### config.mk
export PLATFORM = sky130hd
export DESIGN_NAME = spi_slave_gen
export DESIGN_NICKNAME = d
export VERILOG_FILES = /design/src/rtl/spi_slave_gen.sv
export SDC_FILE = /design/constraint.sdc
export NUM_CORES = 1
export LEC_CHECK = 0
export BUFFER_PORTS_ARGS = -buffer_cell sky130_fd_sc_hd__buf_2
export CORE_MARGIN = 10
export CORE_UTILIZATION = 55
export DETAILED_ROUTE_END_ITERATION = 8
export PLACE_DENSITY = 0.78
export SYNTH_ARGS = -nofsm -noshare
export SYNTH_HDL_FRONTEND = slang
export SYNTH_SLANG_ARGS = --single-unit
### constraint.sdc
create_clock -name clk -period 2.2 [get_ports clk]
set_clock_uncertainty 0.15 [all_clocks]
set_input_delay 0.11 -clock clk [delete_from_list [all_inputs] [get_ports clk]]
set_output_delay 0.11 -clock clk [all_outputs]
set_load 0.1 [all_outputs]
### src/rtl/spi_slave_gen.sv
// SPI slave with a one-word transmit buffer and one-word receive register.
// sck, ssn and mosi are asynchronous and are resynchronised into clk before use.
// Clock polarity and phase are selectable at run time through cfg_cpol/cfg_cpha.
// Several words can be exchanged back to back within one ssn-low frame.
//
// Ports
//   clk, rst_n          system clock, asynchronous active-low reset
//   cfg_cpol, cfg_cpha  SCK idle level; sample on leading (0) or trailing (1) edge
//   tx_data/valid/ready transmit buffer write handshake
//   tx_underrun         sticky: a word was sent while the buffer was empty
//   rx_data/valid/ready received word handshake
//   rx_overrun          sticky: a received word was dropped
//   clr_flags           clears both sticky flags
//   busy                frame in progress
//   sck, ssn, mosi      SPI inputs (asynchronous)
//   miso                SPI output, registered
//
// state  | meaning
// IDLE   | ssn high, SPI edges ignored, miso held at 0
// ACTIVE | ssn low, shifting words
module spi_slave_gen #(
    parameter int DATA_W      = 8,
    parameter bit LSB_FIRST   = 1'b0,
    parameter int SYNC_STAGES = 2
) (
    input  logic              clk,
    input  logic              rst_n,
    input  logic              cfg_cpol,
    input  logic              cfg_cpha,
    input  logic [DATA_W-1:0] tx_data,
    input  logic              tx_valid,
    output logic              tx_ready,
    output logic              tx_underrun,
    output logic [DATA_W-1:0] rx_data,
    output logic              rx_valid,
    input  logic              rx_ready,
    output logic              rx_overrun,
    input  logic              clr_flags,
    output logic              busy,
    input  logic              sck,
    input  logic              ssn,
    input  logic              mosi,
    output logic              miso
);

    localparam int CNT_W = $clog2(DATA_W);
    localparam logic [CNT_W-1:0] CNT_LAST = CNT_W'(DATA_W - 1);

    typedef enum logic {IDLE, ACTIVE} state_t;

    state_t state, state_next;

    logic [SYNC_STAGES-1:0] sck_sync, ssn_sync, mosi_sync;
    logic sck_s, ssn_s, mosi_s, sck_d, ssn_d;
    logic sck_edge, lead_edge, trail_edge, ssn_fall, ssn_rise;
    logic run, start, sample_evt, shift_evt, last_sample, load, shift_only, tx_bit;

    logic [CNT_W-1:0]  bit_cnt;
    logic [DATA_W-1:0] rx_shift, rx_word;
    logic [DATA_W-1:0] tx_shift, tx_shifted;
    logic [DATA_W-1:0] buf_data;
    logic              buf_full;
    logic              reload_pend, skip_first;

    always_ff @(posedge clk or negedge rst_n) begin
        if (!rst_n) begin
            sck_sync  <= '0;
            ssn_sync  <= '1;
            mosi_sync <= '0;
            sck_d     <= 1'b0;
            ssn_d     <= 1'b1;
        end else begin
            sck_sync  <= {sck_sync[SYNC_STAGES-2:0], sck};
            ssn_sync  <= {ssn_sync[SYNC_STAGES-2:0], ssn};
            mosi_sync <= {mosi_sync[SYNC_STAGES-2:0], mosi};
            sck_d     <= sck_s;
            ssn_d     <= ssn_s;
        end
    end

    assign sck_s  = sck_sync[SYNC_STAGES-1];
    assign ssn_s  = ssn_sync[SYNC_STAGES-1];
    assign mosi_s = mosi_sync[SYNC_STAGES-1];

    assign sck_edge   = sck_s ^ sck_d;
    assign lead_edge  = sck_edge & (sck_s ^ cfg_cpol);
    assign trail_edge = sck_edge & ~(sck_s ^ cfg_cpol);
    assign ssn_fall   = ssn_d & ~ssn_s;
    assign ssn_rise   = ~ssn_d & ssn_s;

    always_ff @(posedge clk or negedge rst_n) begin
        if (!rst_n) state <= IDLE;
        else        state <= state_next;
    end

    always_comb begin
        state_next = state;
        case (state)
            IDLE:    if (ssn_fall) state_next = ACTIVE;
            ACTIVE:  if (ssn_rise) state_next = IDLE;
            default: state_next = IDLE;
        endcase
    end

    // An edge seen in the same clk as ssn rising belongs to an aborted frame.
    assign run         = (state == ACTIVE) && !ssn_rise;
    assign start       = (state == IDLE) && ssn_fall;
    assign sample_evt  = run && (cfg_cpha ? trail_edge : lead_edge);
    assign shift_evt   = run && (cfg_cpha ? lead_edge : trail_edge);
    assign last_sample = sample_evt && (bit_cnt == CNT_LAST);
    // With cpha=1 the first bit is already on miso before the first leading edge.
    assign load        = start || (shift_evt && reload_pend);
    assign shift_only  = shift_evt && !reload_pend && !skip_first;

    assign rx_word    = LSB_FIRST ? {mosi_s, rx_shift[DATA_W-1:1]} : {rx_shift[DATA_W-2:0], mosi_s};
    assign tx_shifted = LSB_FIRST ? {1'b0, tx_shift[DATA_W-1:1]} : {tx_shift[DATA_W-2:0], 1'b0};
    assign tx_bit     = LSB_FIRST ? tx_shift[0] : tx_shift[DATA_W-1];

    always_ff @(posedge clk or negedge rst_n) begin
        if (!rst_n) begin
            bit_cnt     <= '0;
            rx_shift    <= '0;
            tx_shift    <= '0;
            reload_pend <= 1'b0;
            skip_first  <= 1'b0;
            buf_data    <= '0;
            buf_full    <= 1'b0;
            tx_underrun <= 1'b0;
            rx_data     <= '0;
            rx_valid    <= 1'b0;
            rx_overrun  <= 1'b0;
            miso        <= 1'b0;
        end else begin
            if (start) begin
                bit_cnt     <= '0;
                rx_shift    <= '0;
                reload_pend <= 1'b0;
                skip_first  <= cfg_cpha;
            end else begin
                if (sample_evt) begin
                    rx_shift <= rx_word;
                    bit_cnt  <= last_sample ? '0 : bit_cnt + CNT_W'(1);
                    if (last_sample) reload_pend <= 1'b1;
                end
                if (shift_evt) begin
                    skip_first  <= 1'b0;
                    reload_pend <= 1'b0;
                end
            end

            // A load in the same clk as a write takes the old buffer contents.
            if (load)            tx_shift <= buf_full ? buf_data : '0;
            else if (shift_only) tx_shift <= tx_shifted;

            if (tx_valid && !buf_full) begin
                buf_data <= tx_data;
                buf_full <= 1'b1;
            end else if (load) begin
                buf_full <= 1'b0;
            end

            if (clr_flags)              tx_underrun <= 1'b0;
            else if (load && !buf_full) tx_underrun <= 1'b1;

            if (last_sample) begin
                if (!(rx_valid && !rx_ready)) begin
                    rx_data  <= rx_word;
                    rx_valid <= 1'b1;
                end
            end else if (rx_valid && rx_ready) begin
                rx_valid <= 1'b0;
            end

            if (clr_flags)                                 rx_overrun <= 1'b0;
            else if (last_sample && rx_valid && !rx_ready) rx_overrun <= 1'b1;

            miso <= (state == ACTIVE) ? tx_bit : 1'b0;
        end
    end

    assign tx_ready = ~buf_full;
    assign busy     = (state == ACTIVE);

endmodule

==> results.yml, run 1 <==
run_status:
  status: "finished, final reports clean"
synth:
  synth_common_cells: "dfrtp_1, mux2_2, mux2i_1, nor2_1, nand3_1"
  synth_ff_type: "dfrtp_1"
  synth-edff-count: 0
  ys_async_sr_fraction_pct: 100
  ys_seq_area_share_pct: 61.3
  syn_avg_cell_area_um2: 13.3
  ys_warn_count: 0
  netlist_area_mm2: 0.00205
  syn_nets: 174
  synth.top_cells.by_area: "dfrtp_1, mux2_2, mux2i_1, dfstp_2, o21ai_2"
  synth_top_cell_area_share_pct: 57.4
  synthCells: 154
  synth-seq-cells: 50
  synthMostInstantiatedCell: "dfrtp_1"
  yosysTopAreaCell: "dfrtp_1"
  synth_cell_types: 29
sta:
  drv_slew: 0
  finalCritPeriodShare_pct: 93.2
  relSlewSlack_pct: 60.7
  post-route-min-period_ns: 2.05
  hold_viol: 0
  rsz0062_at_grt: "no"
  worst_slew_pin_slew_ns: 0.590
  clock.fmax_ghz: 0.488
  fin_tns_setup_ns: 0
  setup_viol: 0
floorplan:
  initial_core_util_pct: 56.4
  die-area_mm2: 0.00657
  fp-row-count: 22
  io_pins: 32
  die_x_um: 81.0
  dieHeight_um: 81.0
  core_area_mm2: 0.00363
worst_setup_path:
  crit_type: "in2reg"
  crit_required_ns: 2.24
  cp.arrival_ns: 2.09
  worst_setup_path_start_kind: "input port"
  cp-end-kind: "flip-flop"
  cp_max_fo: 8
global_routing:
  grt_pass1_wl_um: 6670
  grt_pass1_vias: 1463
  antenna_found_initial: 1
  overflow: 0
  gr-usage-all-layers_pct: 13.0
  grt_start_max_net_pins: 51
layout:
  drive_above_1_share_pct: 36.9
  final_area_mm2: 0.00249
  fin_nets: 226
  syn2layout_area_growth_pct: 21.8
  fill_cells: 300
place:
  portBuffers: 31
  postPlaceCellArea_mm2: 0.00226
  post-dp-hpwl_um: 2850
  place.gp.congestion: 0.782
cts:
  cts_resized: 0
  cts_setup_buffers: 0
  htree_levels: 2
  cts_sinks: 50
  clock_latency_ns: 0.30
  cts_buffers: 5
  cts_tree: "done"
  path_clk_slew_ns: 0.08
  cts-root-buf: "clkbuf_8"
  clk_path_buf_depth: 2
  holdBufCountCts: 15
route:
  viasPerCell: 5.24
  drcViolationCount: 0
  vias: 1335
  drtIter0Drc: 66
  wl_per_cell_um: 15.5
  antenna_left: 0
  dr.pass1.iters: 4
  wl_um: 3940
worst_hold_path:
  worstHoldPathType: "in2reg"
power:
  ir_worst_vdd_uv: 647
  leakagePower_nw: 1.20
  cellPowerDensity_mw_per_mm2: 926
run:
  drv_cap: 0
-- cells in the final DEF, fill, tap and decap left out, types with 3 or more instances in the layout --
cell and count:
a21oi_1 3, buf_4 5, clkbuf_8 5, mux2i_1 16, dfrtp_1 46, mux2_2 16
dlygate4sd3_1 15, nor2b_1 3, buf_2 31, nand2_1 7, o21ai_0 4, o21ai_2 8
dfstp_2 3, nor2_1 12, inv_1 5, nand3_1 9
-- kinds of logic (layout without fill, tap and decap cells) --
group                      Yosys count  after routing  synth area share (%)
adders and majority gates            2              2                  1.22
DFF                                 50             50                  61.3
xor gates and xnor gates             1              1                 0.794
muxes                               33             33                  17.3
and+or+nand+nor                     38             38                  9.29
AOI/OAI and AO/OA                   19             19                  7.33
buffers and inverters               11             63                  2.81
other                                0              1                     0
-- sequential cells by signal, summed over array words and instances, names as in the netlist, 2 cells and up --
signal / flops
buf_data: 8
sck_sync: 2
tx_shift: 8
bit_cnt: 3
rx_shift: 7
mosi_sync: 2
rx_data: 8
ssn_sync: 2
-- report_power, final --
part           total (mW)  switching (mW)  internal, mW  leakage, nW
Sequential           1.24           0.135          1.11        0.641
Combinational       0.581           0.348         0.233        0.512
Clock               0.485           0.271         0.213       0.0438
Total                2.31           0.754          1.56         1.20
-- layout make-up --
| cell class | instances | area, um2 | area share [%] |
|---|---|---|---|
| antenna | 1 | 2.50 | 0.100 |
| timing repair buffer | 51 | 343 | 13.7 |
| tap | 48 | 60.1 | 2.41 |
| sequential | 50 | 1260 | 50.4 |
| multi-input combinational | 93 | 736 | 29.5 |
| clock inverter | 2 | 10.0 | 0.401 |
| inverter | 5 | 18.8 | 0.752 |
| clock buffer | 5 | 68.8 | 2.76 |
-- per-layer routing --
metal | up-vias | routed length [um] | GRT usage, %
met3 | 5 | 199 | 5.30
li1 | 640 | - | -
met5 | - | 0 | 0
met1 | 665 | 1560 | 13.9
met2 | 25 | 2130 | 22.9
met4 | 0 | 48 | 4.33
-- final timing paths --
path / startpoint / end / slack, ns / cells past startpoint
min reg2reg: sck_sync[0]$_DFF_PN0_ / sck_sync[1]$_DFF_PN0_ / 0.21 / 0
min: tx_valid / buf_data[3]$_DFFE_PN0P_ / 0.19 / 3
max: cfg_cpha / rx_data[3]$_DFFE_PN0P_ / 0.15 / 7
min in group asynchronous: rst_n / miso$_DFF_PN0_ / 0.28 / 3
max reg2reg: ssn_d$_DFF_PN1_ / tx_shift[2]$_DFFE_PN0P_ / 0.29 / 5
max in group asynchronous: rst_n / busy$_DFF_PN0_ / 1.20 / 3
-- critical path, stage by stage --
cell and delay [ns]:
dlygate4sd3_1 0.55, buf_2 0.15, xor2_2 0.23, mux2i_1 0.15
nor2_2 0.11, and3_1 0.40, mux2_2 0.39
-- per-stage QoR --
step           hold slack (ns)  util [%]  power (mW)  std cells  setup WS (ns)
5_1_grt                  0.202      68.7        2.45        255         0.0690
4_1_cts                  0.186      68.6        2.34        254          0.176
6_report                 0.194      68.7        2.31        255          0.149
3_3_place_gp            0.0651      62.3        1.78        232          0.380
3_5_place_dp            0.0666      62.3        1.83        232          0.295
2_1_floorplan           -0.336         -        1.67        154          0.192
Note: power is estimated with default switching activity, not from simulation.
==> run 2, diff against run 1 <==
- ABC_AREA: unset -> 1
- CORE_UTILIZATION: 55 -> 56
==> results.yml, run 2 <==
run_status:
  status: "finished, final reports clean"
worst_setup_path:
  worst_path_max_delay_cell: "dlygate4sd3_1"
  r2r.worst_path.cells: 10
  cp-end-kind: "flip-flop"
  crit_type: "reg2reg"
  cp_top_family: "buffers and inverters"
  cp.arrival_ns: 2.18
  crit_buf_inv: 3
  endpoint: "rx_overrun$_DFFE_PN0P_"
  cp_max_fo: 10
  crit_required_ns: 2.29
  reg2reg_to: "rx_overrun$_DFFE_PN0P_"
  worst_setup_path_start_kind: "flip-flop"
  slowest_delay_ns: 0.56
  r2r_slack_ns: 0.11
  timing.rr.start: "sck_sync[1]$_DFF_PN0_"
  crit_cells: 10
  worstSetupStartpoint: "sck_sync[1]$_DFF_PN0_"
  cp_cell_sequence: "inv_1, nand2_2, nand2_4, nand2_4, o21ai_2, nand2_2, inv_4, nand3_1, a21oi_1, dlygate4sd3_1"
power:
  p_int_mw: 1.61
  cellPowerDensity_mw_per_mm2: 936
  p_sw_mw: 0.835
  seq_power_share_pct: 51.4
  ir_worst_vdd_uv: 764
  p_sw_share_pct: 34.1
  power_frac_clock_pct: 22.2
  pwr-share-comb_pct: 26.5
  leakagePower_nw: 1.34
global_routing:
  gr-usage-all-layers_pct: 13.5
  overflow: 0
  antenna_found_initial: 0
  grt_pass1_vias: 1613
  grt_start_max_net_pins: 40
  grt_pass1_wl_um: 7210
sta:
  relSlewSlack_pct: 43.9
  post-route-min-period_ns: 2.09
  finalCritPeriodShare_pct: 95.1
  worst_slew_pin_slew_ns: 0.842
  rsz0062_at_grt: "no"
  hold_viol: 0
  clock.fmax_ghz: 0.478
  drv_slew: 0
  setup_viol: 0
  fin_tns_setup_ns: 0
route:
  antenna_left: 0
  dr.pass1.iters: 4
  drtIter0Drc: 126
  wl_per_cell_um: 12.7
  wl_um: 4100
  viasPerCell: 4.98
  vias: 1608
  drcViolationCount: 0
floorplan:
  core_area_mm2: 0.00369
  die-area_mm2: 0.00676
  io_pins: 32
  dieHeight_um: 82.2
  die_x_um: 82.2
  fp-row-count: 22
  initial_core_util_pct: 58.8
synth:
  synth-edff-count: 0
  syn_nets: 242
  synth-seq-cells: 50
  syn_avg_cell_area_um2: 9.76
  synth_common_cells: "nand2_1, dfrtp_1, inv_1, nand3_1, nor2_1"
  netlist_area_mm2: 0.00217
  synthCells: 222
  ys_async_sr_fraction_pct: 100
  synth_top_cell_area_share_pct: 54.3
  synth_ff_type: "dfrtp_1"
  synth.top_cells.by_area: "dfrtp_1, nand2_1, nand3_1, inv_1, mux2_2"
  ys_warn_count: 0
  ys_seq_area_share_pct: 57.9
  yosysTopAreaCell: "dfrtp_1"
  synthMostInstantiatedCell: "nand2_1"
  synth_cell_types: 23
layout:
  drive_above_1_share_pct: 26.5
  fin_nets: 294
  layout_common_cells: "nand2_1, dfrtp_1, buf_2"
  fin_cells: 323
  fill_cells: 283
  mostFrequentLayoutCell: "nand2_1"
  syn2layout_area_growth_pct: 20.7
  antenna_cells: 0
  reg.largest.list: "buf_data (8), rx_data (8), tx_shift (8)"
place:
  post-dp-hpwl_um: 2850
  portBuffers: 31
  place_inst: 300
  place.gp.congestion: 0.770
cts:
  clock_latency_ns: 0.30
  cts_setup_buffers: 0
  cts_buffers: 5
  cts_resized: 0
  htree_levels: 2
  cts_tree: "done"
  cts-root-buf: "clkbuf_8"
  path_clk_slew_ns: 0.09
  clk_path_buf_depth: 2
  cts_sinks: 50
worst_hold_path:
  hold_path_depth: 3
  worstHoldPathType: "in2reg"
run:
  drv_cap: 0
-- run 2: power by group through the flow --
stage	combinational (mW)	clock (mW)	sequential [mW]
finish	0.647	0.542	1.26
global route	0.732	0.593	1.28
CTS	0.649	0.553	1.25
detailed placement	0.630	0	1.27
global placement	0.613	0	1.26
floorplan	0.453	0	1.30
-- run 2: area by class of cell --
cell class                 instances  area (um2)  share of cell area (%)
sequential                        50        1250                    48.0
multi-input combinational        141         777                    29.7
timing repair buffer              49         328                    12.5
inverter                          27         104                    3.97
clock buffer                       7        86.3                    3.30
tap                               48        60.1                    2.30
clock inverter                     1        5.00                   0.191
-- run 2: worst min-delay path by stage --
stage                        start                     end  slack (ns)
final                     cfg_cpha  skip_first$_DFFE_PN0P_        0.07
after global routing      cfg_cpha  skip_first$_DFFE_PN0P_         0.1
after CTS                 cfg_cpha  skip_first$_DFFE_PN0P_        0.05
after detailed placement       sck   sck_sync[0]$_DFF_PN0_        0.07
after global placement         ssn   ssn_sync[0]$_DFF_PN1_        0.06
after floorplan              rst_n  bit_cnt[0]$_DFFE_PN0P_       -0.34
-- run 2: repair_timing --
action,CTS,global route
hold buffers,15,0
hold endpoints to repair,48,0
endpoints found under the setup margin,0,0
-- run 2: stage by stage --
step	utilization, %	hold slack (ns)	total power [mW]	setup WS, ns	area [um2]
2_1_floorplan	-	-0.336	1.76	0.0474	2170
3_3_place_gp	64.3	0.0647	1.88	0.431	2370
3_5_place_dp	64.3	0.0703	1.90	0.357	2370
4_1_cts	70.9	0.0518	2.46	0.109	2620
5_1_grt	70.9	0.0957	2.61	0.00778	2620
6_report	70.9	0.0670	2.45	0.107	2620
-- run 2: metal layers --
| metal | wire length (um) | vias up | global-route usage, % |
|---|---|---|---|
| li1 | - | 820 | - |
| met1 | 1740 | 751 | 15.7 |
| met2 | 2060 | 32 | 23.1 |
| met3 | 251 | 5 | 4.64 |
| met4 | 48 | 0 | 4.08 |
| met5 | 0 | - | 0 |
-- run 2: cells by family (layout without fill, tap and decap cells) --
| logic type | count (synthesis) | count (layout) | synth area share, % |
|---|---|---|---|
| AO/OA/AOI/OAI | 33 | 33 | 9.24 |
| buffers and inverters | 31 | 84 | 6.24 |
| adder cells (fa/ha/maj) | 2 | 2 | 1.15 |
| flip-flops | 50 | 50 | 57.9 |
| AND/OR/NAND/NOR | 98 | 98 | 21.3 |
| multiplexers | 8 | 8 | 4.16 |
-- run 2: tightest hold or removal path, stage by stage --
cell and delay (ns):
buf_2 0.11, inv_1 0.13, o22ai_1 0.11
==> run 3, diff against run 2 <==
- MAX_ROUTING_LAYER: unset -> met4
==> results.yml, run 3 (same netlist as run 2, synthesis figures left out) <==
global_routing:
  antenna_found_initial: 0
  met3_usage_pct: 4.21
  overflow: 0
  gr-usage-all-layers_pct: 14.0
  grt-busiest-layer: "met2"
  use_met2_pct: 23.1
  gr-usage-met1_pct: 16.0
  grt_pass1_wl_um: 7220
  grt_pass1_vias: 1613
  grt_start_max_net_pins: 40
worst_setup_path:
  slowest_delay_ns: 0.56
  timing.rr.start: "sck_sync[1]$_DFF_PN0_"
  cp_cell_sequence: "inv_1, nand2_2, nand2_4, nand2_4, o21ai_2, nand2_2, inv_4, nand3_1, a21oi_1, dlygate4sd3_1"
  crit_type: "reg2reg"
  cp_top_family: "buffers and inverters"
  cp.arrival_ns: 2.18
  cp_max_fo: 10
  reg2reg_to: "rx_overrun$_DFFE_PN0P_"
  cp-end-kind: "flip-flop"
  crit_buf_inv: 3
  crit_required_ns: 2.29
  r2r.worst_path.cells: 10
  worst_path_max_delay_cell: "dlygate4sd3_1"
  r2r_slack_ns: 0.11
  worst_setup_path_start_kind: "flip-flop"
floorplan:
  core_area_mm2: 0.00369
  die-area_mm2: 0.00676
  dieHeight_um: 82.2
  fp-row-count: 22
  io_pins: 32
  initial_core_util_pct: 58.8
  die_x_um: 82.2
cts:
  cts_tree: "done"
  cts_setup_buffers: 0
  clk_path_buf_depth: 2
  cts_buffers: 5
  holdBufCountCts: 15
  cts_resized: 0
  cts-root-buf: "clkbuf_8"
  cts_sinks: 50
  htree_levels: 2
  path_clk_slew_ns: 0.09
  clock_latency_ns: 0.30
worst_hold_path:
  worstHoldPathType: "in2reg"
  min_to: "skip_first$_DFFE_PN0P_"
  hold_path_depth: 3
  worstHoldStart: "cfg_cpha"
route:
  drtIter0Drc: 138
  wl_um: 4090
  dr.pass1.iters: 4
  drcViolationCount: 0
  wl_per_cell_um: 12.7
  vias: 1610
  viasPerCell: 4.98
  antenna_left: 0
layout:
  syn2layout_area_growth_pct: 20.7
  drive_above_1_share_pct: 26.5
  final_area_mm2: 0.00262
  fin_nets: 294
  reg.largest.list: "buf_data (8), rx_data (8), tx_shift (8)"
  layout_common_cells: "nand2_1, dfrtp_1, buf_2"
  mostFrequentLayoutCell: "nand2_1"
  antenna_cells: 0
sta:
  rsz0062_at_grt: "no"
  drv_slew: 0
  setup_viol: 0
  relSlewSlack_pct: 43.9
  fin_tns_setup_ns: 0
  holdWs_ns: 0.0622
  clock.fmax_ghz: 0.478
  post-route-min-period_ns: 2.09
  hold_viol: 0
  worst_slew_pin_slew_ns: 0.841
  finalCritPeriodShare_pct: 95.1
place:
  portBuffers: 31
  post-dp-hpwl_um: 2850
  place.gp.congestion: 0.781
  postPlaceCellArea_mm2: 0.00237
power:
  leakagePower_nw: 1.34
  ir_worst_vdd_uv: 763
  cellPowerDensity_mw_per_mm2: 935
run:
  drv_cap: 0
run_status:
  status: "finished, final reports clean"
run 3: cell counts in the layout (fill, tap and decap cells not counted):
No cell type changed its count.
run 3: layout make-up:
cell class,instances,area (um2)
fillers,283,1070
multi-input cells,141,777
well taps,48,60.1
inverters,27,104
clock buffers,7,86.3
clock inverters,1,5.00
flip-flops and latches,50,1250
repair buffers,49,328
run 3: layer usage:
| metal | wire [um] | up-vias |
|---|---|---|
| met3 | 216 | 5 |
| li1 | - | 821 |
| met2 | 2070 | 32 |
| met1 | 1760 | 752 |
| met4 | 49 | 0 |
| met5 | 0 | - |
run 3: how the worst max path moves through the flow:
stage | startpoint | to | slack [ns] | cells after the start
5_1_grt | sck_sync[1]$_DFF_PN0_ | rx_overrun$_DFFE_PN0P_ | 0.01 | 10
2_1_floorplan | buf_full$_DFFE_PN0P_ | buf_data[0]$_DFFE_PN0P_ | 0.05 | 4
3_5_place_dp | ssn_sync[1]$_DFF_PN1_ | tx_shift[4]$_DFFE_PN0P_ | 0.36 | 9
6_report | sck_sync[1]$_DFF_PN0_ | rx_overrun$_DFFE_PN0P_ | 0.11 | 10
3_3_place_gp | ssn_sync[1]$_DFF_PN1_ | tx_shift[1]$_DFFE_PN0P_ | 0.43 | 9
4_1_cts | sck_sync[1]$_DFF_PN0_ | rx_overrun$_DFFE_PN0P_ | 0.11 | 10
run 3: power by group:
group          switching (mW)  total (mW)  leakage, nW  internal [mW]
Sequential              0.132        1.26        0.621           1.13
Combinational           0.415       0.647        0.671          0.233
Clock                   0.287       0.542       0.0482          0.254
Total                   0.834        2.45         1.34           1.61
run 3: worst min-delay path: stages:
cell and delay, ns:
buf_2 0.11, inv_1 0.13, o22ai_1 0.11
run 3: metrics by stage:
step                      power [mW]  worst slack (ns)  cells  util (%)
final                           2.45             0.107    323      70.9
after global routing            2.61           0.00968    323      70.9
after floorplan                 1.76            0.0474    222         -
after CTS                       2.46             0.109    323      70.9
after detailed placement        1.90             0.357    300      64.3
after global placement          1.88             0.431    300      64.3
